### config.mk
export PLATFORM = sky130hd
export DESIGN_NAME = kd_tree_root_ctrl_flat
export DESIGN_NICKNAME = d
export VERILOG_FILES = /design/src/rtl/kd_tree_root_ctrl_if.sv /design/src/rtl/kd_tree_root_ctrl.sv /design/src/flat_wrapper.sv
export SDC_FILE = /design/constraint.sdc
export NUM_CORES = 1
export LEC_CHECK = 0
export BUFFER_PORTS_ARGS = -buffer_cell sky130_fd_sc_hd__buf_2
export CORE_AREA = 2 2 97 99
export CTS_CLUSTER_SIZE = 12
export DETAILED_ROUTE_END_ITERATION = 12
export DIE_AREA = 0 0 99 101
export HOLD_SLACK_MARGIN = 0.02
export PLACE_DENSITY_LB_ADDON = 0.15
export SETUP_SLACK_MARGIN = 0.2
export SYNTH_ARGS = -nofsm -noshare
export SYNTH_HDL_FRONTEND = slang
export SYNTH_SLANG_ARGS = --single-unit
### constraint.sdc
create_clock -name clk -period 1.85 [get_ports clk]
set_input_delay 0.37 -clock clk [delete_from_list [all_inputs] [get_ports clk]]
set_output_delay 0.37 -clock clk [all_outputs]
set_load 0.05 [all_outputs]
### src/rtl/kd_tree_root_ctrl_if.sv
// Root-controller bus bundle: host start/done, center-load handshake and tree command/data link.
interface kd_tree_root_ctrl_if #(
    parameter int unsigned DIMS    = 3,
    parameter int unsigned COORD_W = 16,
    parameter int unsigned CMD_W   = 3
);
    localparam int unsigned DATA_W = DIMS * COORD_W;
    localparam int unsigned AXIS_W = (DIMS > 1) ? $clog2(DIMS) : 1;

    // host control and status
    logic              start;
    logic              abort;
    logic              busy;
    logic              done;
    logic              timeout_err;
    logic [AXIS_W-1:0] cur_axis;

    // center-load handshake
    logic              center_valid;
    logic [DATA_W-1:0] center_in;
    logic              center_ready;

    // link to the top tree node
    logic [CMD_W-1:0]  cmd_to_tree;
    logic [DATA_W-1:0] data_to_tree;
    logic [CMD_W-1:0]  cmd_from_tree;

    // controller side
    modport slave (
        input  start, abort, center_valid, center_in, cmd_from_tree,
        output center_ready, cmd_to_tree, data_to_tree, busy, done, timeout_err, cur_axis
    );

    // host / tree side
    modport master (
        output start, abort, center_valid, center_in, cmd_from_tree,
        input  center_ready, cmd_to_tree, data_to_tree, busy, done, timeout_err, cur_axis
    );
endinterface

### src/rtl/kd_tree_root_ctrl.sv
// Root-side sequencer for the kd-tree: loads NUM_CENTERS centers, then configures and
// sorts each axis in turn, guarding every wait on the tree with a timeout watchdog.
module kd_tree_root_ctrl #(
    parameter int unsigned DIMS        = 3,
    parameter int unsigned COORD_W     = 16,
    parameter int unsigned NUM_CENTERS = 8,
    parameter int unsigned CMD_W       = 3,
    parameter int unsigned TIMEOUT     = 1024
) (
    input  logic               clk,
    input  logic               rst,
    kd_tree_root_ctrl_if.slave bus
);
    localparam int unsigned DATA_W = DIMS * COORD_W;
    localparam int unsigned AXIS_W = (DIMS > 1) ? $clog2(DIMS) : 1;
    localparam int unsigned CNT_W  = $clog2(NUM_CENTERS + 1);
    localparam int unsigned TO_W   = (TIMEOUT > 1) ? $clog2(TIMEOUT) : 1;

    localparam logic [CMD_W-1:0] CMD_NOP           = CMD_W'(0);
    localparam logic [CMD_W-1:0] CMD_CENTER_FILL   = CMD_W'(1);
    localparam logic [CMD_W-1:0] CMD_CENTER_DONE   = CMD_W'(2);
    localparam logic [CMD_W-1:0] CMD_CFG_AXIS      = CMD_W'(3);
    localparam logic [CMD_W-1:0] CMD_CFG_AXIS_DONE = CMD_W'(4);
    localparam logic [CMD_W-1:0] CMD_START_SORT    = CMD_W'(5);
    localparam logic [CMD_W-1:0] CMD_SORT_DONE     = CMD_W'(6);

    localparam logic [CNT_W-1:0]  LAST_COUNT = CNT_W'(NUM_CENTERS);
    localparam logic [AXIS_W-1:0] LAST_AXIS  = AXIS_W'(DIMS - 1);
    localparam logic [TO_W-1:0]   LAST_TICK  = TO_W'(TIMEOUT - 1);

    typedef enum logic [3:0] {
        S_IDLE,
        S_FILL_ACCEPT,
        S_FILL_WAIT,
        S_FILL_GAP,
        S_AXIS_WAIT,
        S_SORT_WAIT,
        S_SORT_GAP,
        S_DONE,
        S_ERR
    } state_t;

    state_t           state;
    logic [CNT_W-1:0] center_cnt;
    logic [TO_W-1:0]  wait_cnt;

    // Sequencer: state, counters and every output are registered here.
    always_ff @(posedge clk or negedge rst) begin
        if (!rst) begin
            state            <= S_IDLE;
            center_cnt       <= '0;
            wait_cnt         <= '0;
            bus.cmd_to_tree  <= CMD_NOP;
            bus.data_to_tree <= '0;
            bus.center_ready <= 1'b0;
            bus.busy         <= 1'b0;
            bus.done         <= 1'b0;
            bus.timeout_err  <= 1'b0;
            bus.cur_axis     <= '0;
        end else begin
            bus.done <= 1'b0;
            if (bus.abort) begin
                // abort discards all progress and clears the error
                state            <= S_IDLE;
                center_cnt       <= '0;
                wait_cnt         <= '0;
                bus.cmd_to_tree  <= CMD_NOP;
                bus.data_to_tree <= '0;
                bus.center_ready <= 1'b0;
                bus.busy         <= 1'b0;
                bus.timeout_err  <= 1'b0;
                bus.cur_axis     <= '0;
            end else begin
                case (state)
                    S_IDLE, S_ERR: begin
                        if (bus.start) begin
                            state            <= S_FILL_ACCEPT;
                            center_cnt       <= '0;
                            wait_cnt         <= '0;
                            bus.cmd_to_tree  <= CMD_NOP;
                            bus.center_ready <= 1'b1;
                            bus.busy         <= 1'b1;
                            bus.timeout_err  <= 1'b0;
                            bus.cur_axis     <= '0;
                        end
                    end

                    // host may stall here indefinitely, so no watchdog
                    S_FILL_ACCEPT: begin
                        if (bus.center_valid && bus.center_ready) begin
                            state            <= S_FILL_WAIT;
                            wait_cnt         <= '0;
                            bus.data_to_tree <= bus.center_in;
                            bus.cmd_to_tree  <= CMD_CENTER_FILL;
                            bus.center_ready <= 1'b0;
                        end
                    end

                    S_FILL_WAIT: begin
                        if (bus.cmd_from_tree == CMD_CENTER_DONE) begin
                            state           <= S_FILL_GAP;
                            center_cnt      <= center_cnt + CNT_W'(1);
                            bus.cmd_to_tree <= CMD_NOP;
                        end else if (wait_cnt == LAST_TICK) begin
                            state           <= S_ERR;
                            bus.cmd_to_tree <= CMD_NOP;
                            bus.timeout_err <= 1'b1;
                            bus.busy        <= 1'b0;
                        end else begin
                            wait_cnt <= wait_cnt + TO_W'(1);
                        end
                    end

                    // one NOP cycle so the tree sees a fresh command edge
                    S_FILL_GAP: begin
                        if (center_cnt == LAST_COUNT) begin
                            state            <= S_AXIS_WAIT;
                            wait_cnt         <= '0;
                            bus.cmd_to_tree  <= CMD_CFG_AXIS;
                            bus.data_to_tree <= DATA_W'(bus.cur_axis);
                        end else begin
                            state            <= S_FILL_ACCEPT;
                            bus.center_ready <= 1'b1;
                        end
                    end

                    S_AXIS_WAIT: begin
                        if (bus.cmd_from_tree == CMD_CFG_AXIS_DONE) begin
                            state            <= S_SORT_WAIT;
                            wait_cnt         <= '0;
                            bus.cmd_to_tree  <= CMD_START_SORT;
                            bus.data_to_tree <= '0;
                        end else if (wait_cnt == LAST_TICK) begin
                            state           <= S_ERR;
                            bus.cmd_to_tree <= CMD_NOP;
                            bus.timeout_err <= 1'b1;
                            bus.busy        <= 1'b0;
                        end else begin
                            wait_cnt <= wait_cnt + TO_W'(1);
                        end
                    end

                    S_SORT_WAIT: begin
                        if (bus.cmd_from_tree == CMD_SORT_DONE) begin
                            state           <= S_SORT_GAP;
                            bus.cmd_to_tree <= CMD_NOP;
                        end else if (wait_cnt == LAST_TICK) begin
                            state           <= S_ERR;
                            bus.cmd_to_tree <= CMD_NOP;
                            bus.timeout_err <= 1'b1;
                            bus.busy        <= 1'b0;
                        end else begin
                            wait_cnt <= wait_cnt + TO_W'(1);
                        end
                    end

                    // last axis finishes the run; cur_axis never wraps
                    S_SORT_GAP: begin
                        if (bus.cur_axis == LAST_AXIS) begin
                            state    <= S_DONE;
                            bus.done <= 1'b1;
                            bus.busy <= 1'b0;
                        end else begin
                            state            <= S_AXIS_WAIT;
                            wait_cnt         <= '0;
                            bus.cur_axis     <= bus.cur_axis + AXIS_W'(1);
                            bus.cmd_to_tree  <= CMD_CFG_AXIS;
                            bus.data_to_tree <= DATA_W'(bus.cur_axis + AXIS_W'(1));
                        end
                    end

                    // start in this cycle is deliberately not sampled
                    S_DONE: begin
                        state <= S_IDLE;
                    end

                    default: begin
                        state            <= S_IDLE;
                        bus.cmd_to_tree  <= CMD_NOP;
                        bus.center_ready <= 1'b0;
                        bus.busy         <= 1'b0;
                    end
                endcase
            end
        end
    end
endmodule

### src/flat_wrapper.sv
// flat-port wrapper written by rule: the top's interface ports become plain ports
module kd_tree_root_ctrl_flat 
#(
    parameter int unsigned DIMS        = 3,
    parameter int unsigned COORD_W     = 16,
    parameter int unsigned NUM_CENTERS = 8,
    parameter int unsigned CMD_W       = 3,
    parameter int unsigned TIMEOUT     = 1024
)
  (clk, rst, bus_start, bus_abort, bus_center_valid, bus_center_in, bus_cmd_from_tree, bus_center_ready, bus_cmd_to_tree, bus_data_to_tree, bus_busy, bus_done, bus_timeout_err, bus_cur_axis);
  kd_tree_root_ctrl_if #(.DIMS(DIMS), .COORD_W(COORD_W), .CMD_W(CMD_W)) bus_i ();
  input  logic clk;
  input  logic rst;
  input wire logic [$bits(bus_i.start)-1:0] bus_start;
  input wire logic [$bits(bus_i.abort)-1:0] bus_abort;
  input wire logic [$bits(bus_i.center_valid)-1:0] bus_center_valid;
  input wire logic [$bits(bus_i.center_in)-1:0] bus_center_in;
  input wire logic [$bits(bus_i.cmd_from_tree)-1:0] bus_cmd_from_tree;
  output wire logic [$bits(bus_i.center_ready)-1:0] bus_center_ready;
  output wire logic [$bits(bus_i.cmd_to_tree)-1:0] bus_cmd_to_tree;
  output wire logic [$bits(bus_i.data_to_tree)-1:0] bus_data_to_tree;
  output wire logic [$bits(bus_i.busy)-1:0] bus_busy;
  output wire logic [$bits(bus_i.done)-1:0] bus_done;
  output wire logic [$bits(bus_i.timeout_err)-1:0] bus_timeout_err;
  output wire logic [$bits(bus_i.cur_axis)-1:0] bus_cur_axis;
  assign bus_i.start = bus_start;
  assign bus_i.abort = bus_abort;
  assign bus_i.center_valid = bus_center_valid;
  assign bus_i.center_in = bus_center_in;
  assign bus_i.cmd_from_tree = bus_cmd_from_tree;
  assign bus_center_ready = bus_i.center_ready;
  assign bus_cmd_to_tree = bus_i.cmd_to_tree;
  assign bus_data_to_tree = bus_i.data_to_tree;
  assign bus_busy = bus_i.busy;
  assign bus_done = bus_i.done;
  assign bus_timeout_err = bus_i.timeout_err;
  assign bus_cur_axis = bus_i.cur_axis;
  kd_tree_root_ctrl #(.DIMS(DIMS), .COORD_W(COORD_W), .NUM_CENTERS(NUM_CENTERS), .CMD_W(CMD_W), .TIMEOUT(TIMEOUT)) u_core (.clk(clk), .rst(rst), .bus(bus_i));
endmodule
==> results.sh <==
export IMPL_final_layout_size_suffix_gt1_share_pct=44.8
export IMPL_drtPass1Iterations=5
export IMPL_cts_max_path_buffers=2
export IMPL_dp_hpwl_mm=8.30
export IMPL_p_per_area_mw_per_mm2=1240
export IMPL_cts_buffers=9
export IMPL_final_common_cell="buf_2"
export IMPL_die_area_mm2=0.0100
export IMPL_worstPathRequired_ns=2.09
export IMPL_ys_seq_area_share_pct=44.5
export IMPL_r2r_cells=9
export IMPL_fin_cells=752
export IMPL_clock_skew_ns=0.0171
export IMPL_fmax_mhz=502
export IMPL_die_h_um=101
export IMPL_hold_path_class="in -> async"
export IMPL_root_buffer="clkbuf_8"
export IMPL_synthCells=452
export IMPL_critPathBufInv=5
export IMPL_ys_async_sr_fraction_pct=100
export IMPL_status="finished, violations left"
export IMPL_synth_fp_nets=513
export IMPL_report_final_setup_viol=60
export IMPL_grt_pass1_wl_mm=18.9
export IMPL_crit_path_max_fanout=8
export IMPL_cts_sinks=75
export IMPL_num_vias=4044
export IMPL_die_x_um=99
export IMPL_initial_utilization_pct=46.9
export IMPL_fin_crit_ns=1.99
export IMPL_rsz0062_at_grt="yes"
export IMPL_hold_violations=0
export IMPL_wirelength_mm=12.2
export IMPL_cts_tree="built"
export IMPL_antenna_found_initial=0
export IMPL_synth_ff_type="dfrtp_1"
export IMPL_yosysUniqueCellTypes=69
export IMPL_crit_chain="clkbuf_4, buf_4, buf_4, nand2b_4, a21oi_4, a31oi_4, buf_12, buf_12, mux2i_4"
export IMPL_h_tree_depth=3
export IMPL_whs_ns=0.0309
export IMPL_wl_per_cell_um=16.2
export IMPL_violations="negative setup slack"
export IMPL_place_gp_congestion=0.927
export IMPL_grt_pass1_vias=3901
export IMPL_clk_pin_slew_ns=0.09
export IMPL_final_antenna_net_count=0
export IMPL_overflow=0
export IMPL_core_region_area_mm2=0.00898
export IMPL_final_net_count=697
export IMPL_grt_max_degree=76
export IMPL_crit_arrival_ns=2.24
export IMPL_grt_usage_pct=23.5
export IMPL_setup_slack_ns=-0.142
export IMPL_dp_slack_ns=-0.125
export IMPL_fin_crit_sh_pct=108
export IMPL_placed_cells=709
export IMPL_mostFrequentLayoutCells="buf_2, dfrtp_1, buf_4, nand2_1, inv_1"
export IMPL_diodes=0
export IMPL_total_power_mw=7.63
export IMPL_worst_pin_slew_ns=0.418
export IMPL_endpoint_kind="flop"
export IMPL_synth_ff_latch_count=75
export IMPL_cp_slowest_stage_delay_ns=0.44
export IMPL_via_per_inst=5.38
export IMPL_vdd_drop_max_v=0.000558
export IMPL_worstSkewPairLatency_ns=0.35
export IMPL_rows=35
export IMPL_reg2reg_setup_slack_ns=-0.14
export IMPL_syn_area_mm2=0.00421
export IMPL_timing_setup_tns_ns=-4.80
export IMPL_crit_family="buffers and inverters"
export IMPL_drv_cap=0
export IMPL_synth_warnings=0
export IMPL_startpoint_type="flop"
export IMPL_final_core_util_pct=68.6
export IMPL_slew_headroom_pct=72.1
export IMPL_drt_iter0_drc=188
export IMPL_io_buffers=112
export IMPL_cts_hold_buf=0
export IMPL_drc=0
export IMPL_nFillCells=684
export IMPL_worstSetupPathType="reg -> reg"
export IMPL_io_pins=113
export IMPL_synth_edf_count=0
export IMPL_cpMaxStageDelayCell="dfrtp_2"
export IMPL_place_area_mm2=0.00542
export IMPL_drv_slew=0
export IMPL_avgSynthCellArea_um2=9.32
export IMPL_p_leak_nw=3.09
export IMPL_worstReg2RegEnd="u_core.bus.data_to_tree[12]"
export IMPL_r2r_start="u_core.state[2]"
export IMPL_syn_to_final_growth_pct=46.1
export IMPL_final_cell_area_mm2=0.00616
cells in the mapped netlist (4+ instances only):
library cell  count  area share [%]
nor3_1            6            0.71
buf_2             7            0.83
o211ai_1          5            0.89
buf_6             4             1.1
nand3_1          11             1.3
a22oi_1           4            0.71
inv_1            57             5.1
nor2_1           22             2.0
nand3b_1          6             1.1
clkbuf_1         13             1.2
a31oi_1           8             1.2
o21ai_0          11             1.3
ha_1              5             1.5
nand2b_1          6            0.89
o22ai_1           4            0.59
a21o_1            5            0.89
dfrtp_1          75              45
mux2i_1          47              11
o21ai_1           4            0.48
a21oi_1          16             1.9
nand2_1          66             5.9
and3_1            4            0.59
sequential cells by signal (all words and copies together) (netlist names):
name,cells
u_core.bus.busy,1
u_core.bus.center_ready,1
u_core.bus.cmd_to_tree,3
u_core.bus.cur_axis,2
u_core.bus.data_to_tree,48
u_core.bus.done,1
u_core.bus.timeout_err,1
u_core.center_cnt,4
u_core.state,4
u_core.wait_cnt,10
worst max path at each step:
stage                         start                     endpoint  slack [ns]  depth (start not counted)
floorplan           u_core.state[0]           u_core.wait_cnt[6]       -0.14                          7
global placement    u_core.state[2]           u_core.wait_cnt[6]       -0.09                          5
detailed placement  u_core.state[2]  u_core.bus.data_to_tree[12]       -0.12                          8
CTS                 u_core.state[0]           u_core.wait_cnt[6]       -0.07                          7
global route        u_core.state[2]  u_core.bus.data_to_tree[12]       -0.18                          9
finish              u_core.state[2]  u_core.bus.data_to_tree[12]       -0.14                          9
kinds of logic (layout without fill, tap and decap cells):
group | after synthesis | in the layout | synth area share, %
AND/OR/NAND/NOR | 150 | 150 | 18.3
buffers and inverters | 87 | 276 | 8.88
AO/OA/AOI/OAI | 82 | 82 | 14.2
flip-flops | 75 | 75 | 44.5
multiplexers | 50 | 50 | 12.0
adder cells (fa/ha/maj) | 5 | 5 | 1.48
XOR/XNOR | 3 | 3 | 0.624
cell type report:
class / instances / area (um^2) / share of cell area (%)
Tap cell: 111 / 139 / 2.26
Clock buffer: 10 / 138 / 2.24
Multi-Input combinational cell: 290 / 2240 / 36.4
Sequential cell: 75 / 1880 / 30.6
Clock inverter: 6 / 72.6 / 1.18
Timing Repair Buffer: 203 / 1470 / 23.8
Inverter: 57 / 214 / 3.48
worst reg2reg max path, stage by stage (launching register included):
cell	delay, ns
dfrtp_2	0.44
clkbuf_4	0.18
buf_4	0.14
buf_4	0.14
nand2b_4	0.15
a21oi_4	0.18
a31oi_4	0.13
buf_12	0.19
buf_12	0.15
mux2i_4	0.18
metal layers:
| metal | up-vias | wire length [um] | global-route usage [%] |
|---|---|---|---|
| met4 | 0 | 165 | 7.48 |
| li1 | 1916 | - | - |
| met1 | 1958 | 5410 | 32.3 |
| met5 | - | 0 | 0 |
| met2 | 153 | 5900 | 38.6 |
| met3 | 17 | 731 | 3.33 |
what timing repair did:
action,4_1_cts,5_1_grt
resized for setup,24,35
pin swaps,12,17
setup buffers,12,11
gates cloned,0,4
endpoints found under the setup margin,71,74
where the power goes:
group | internal [mW] | switching (mW)
Clock | 0.673 | 0.680
Combinational | 1.63 | 2.50
Sequential | 1.96 | 0.184
Total | 4.27 | 3.36
No activity file was read; power rests on OpenSTA's default activity.
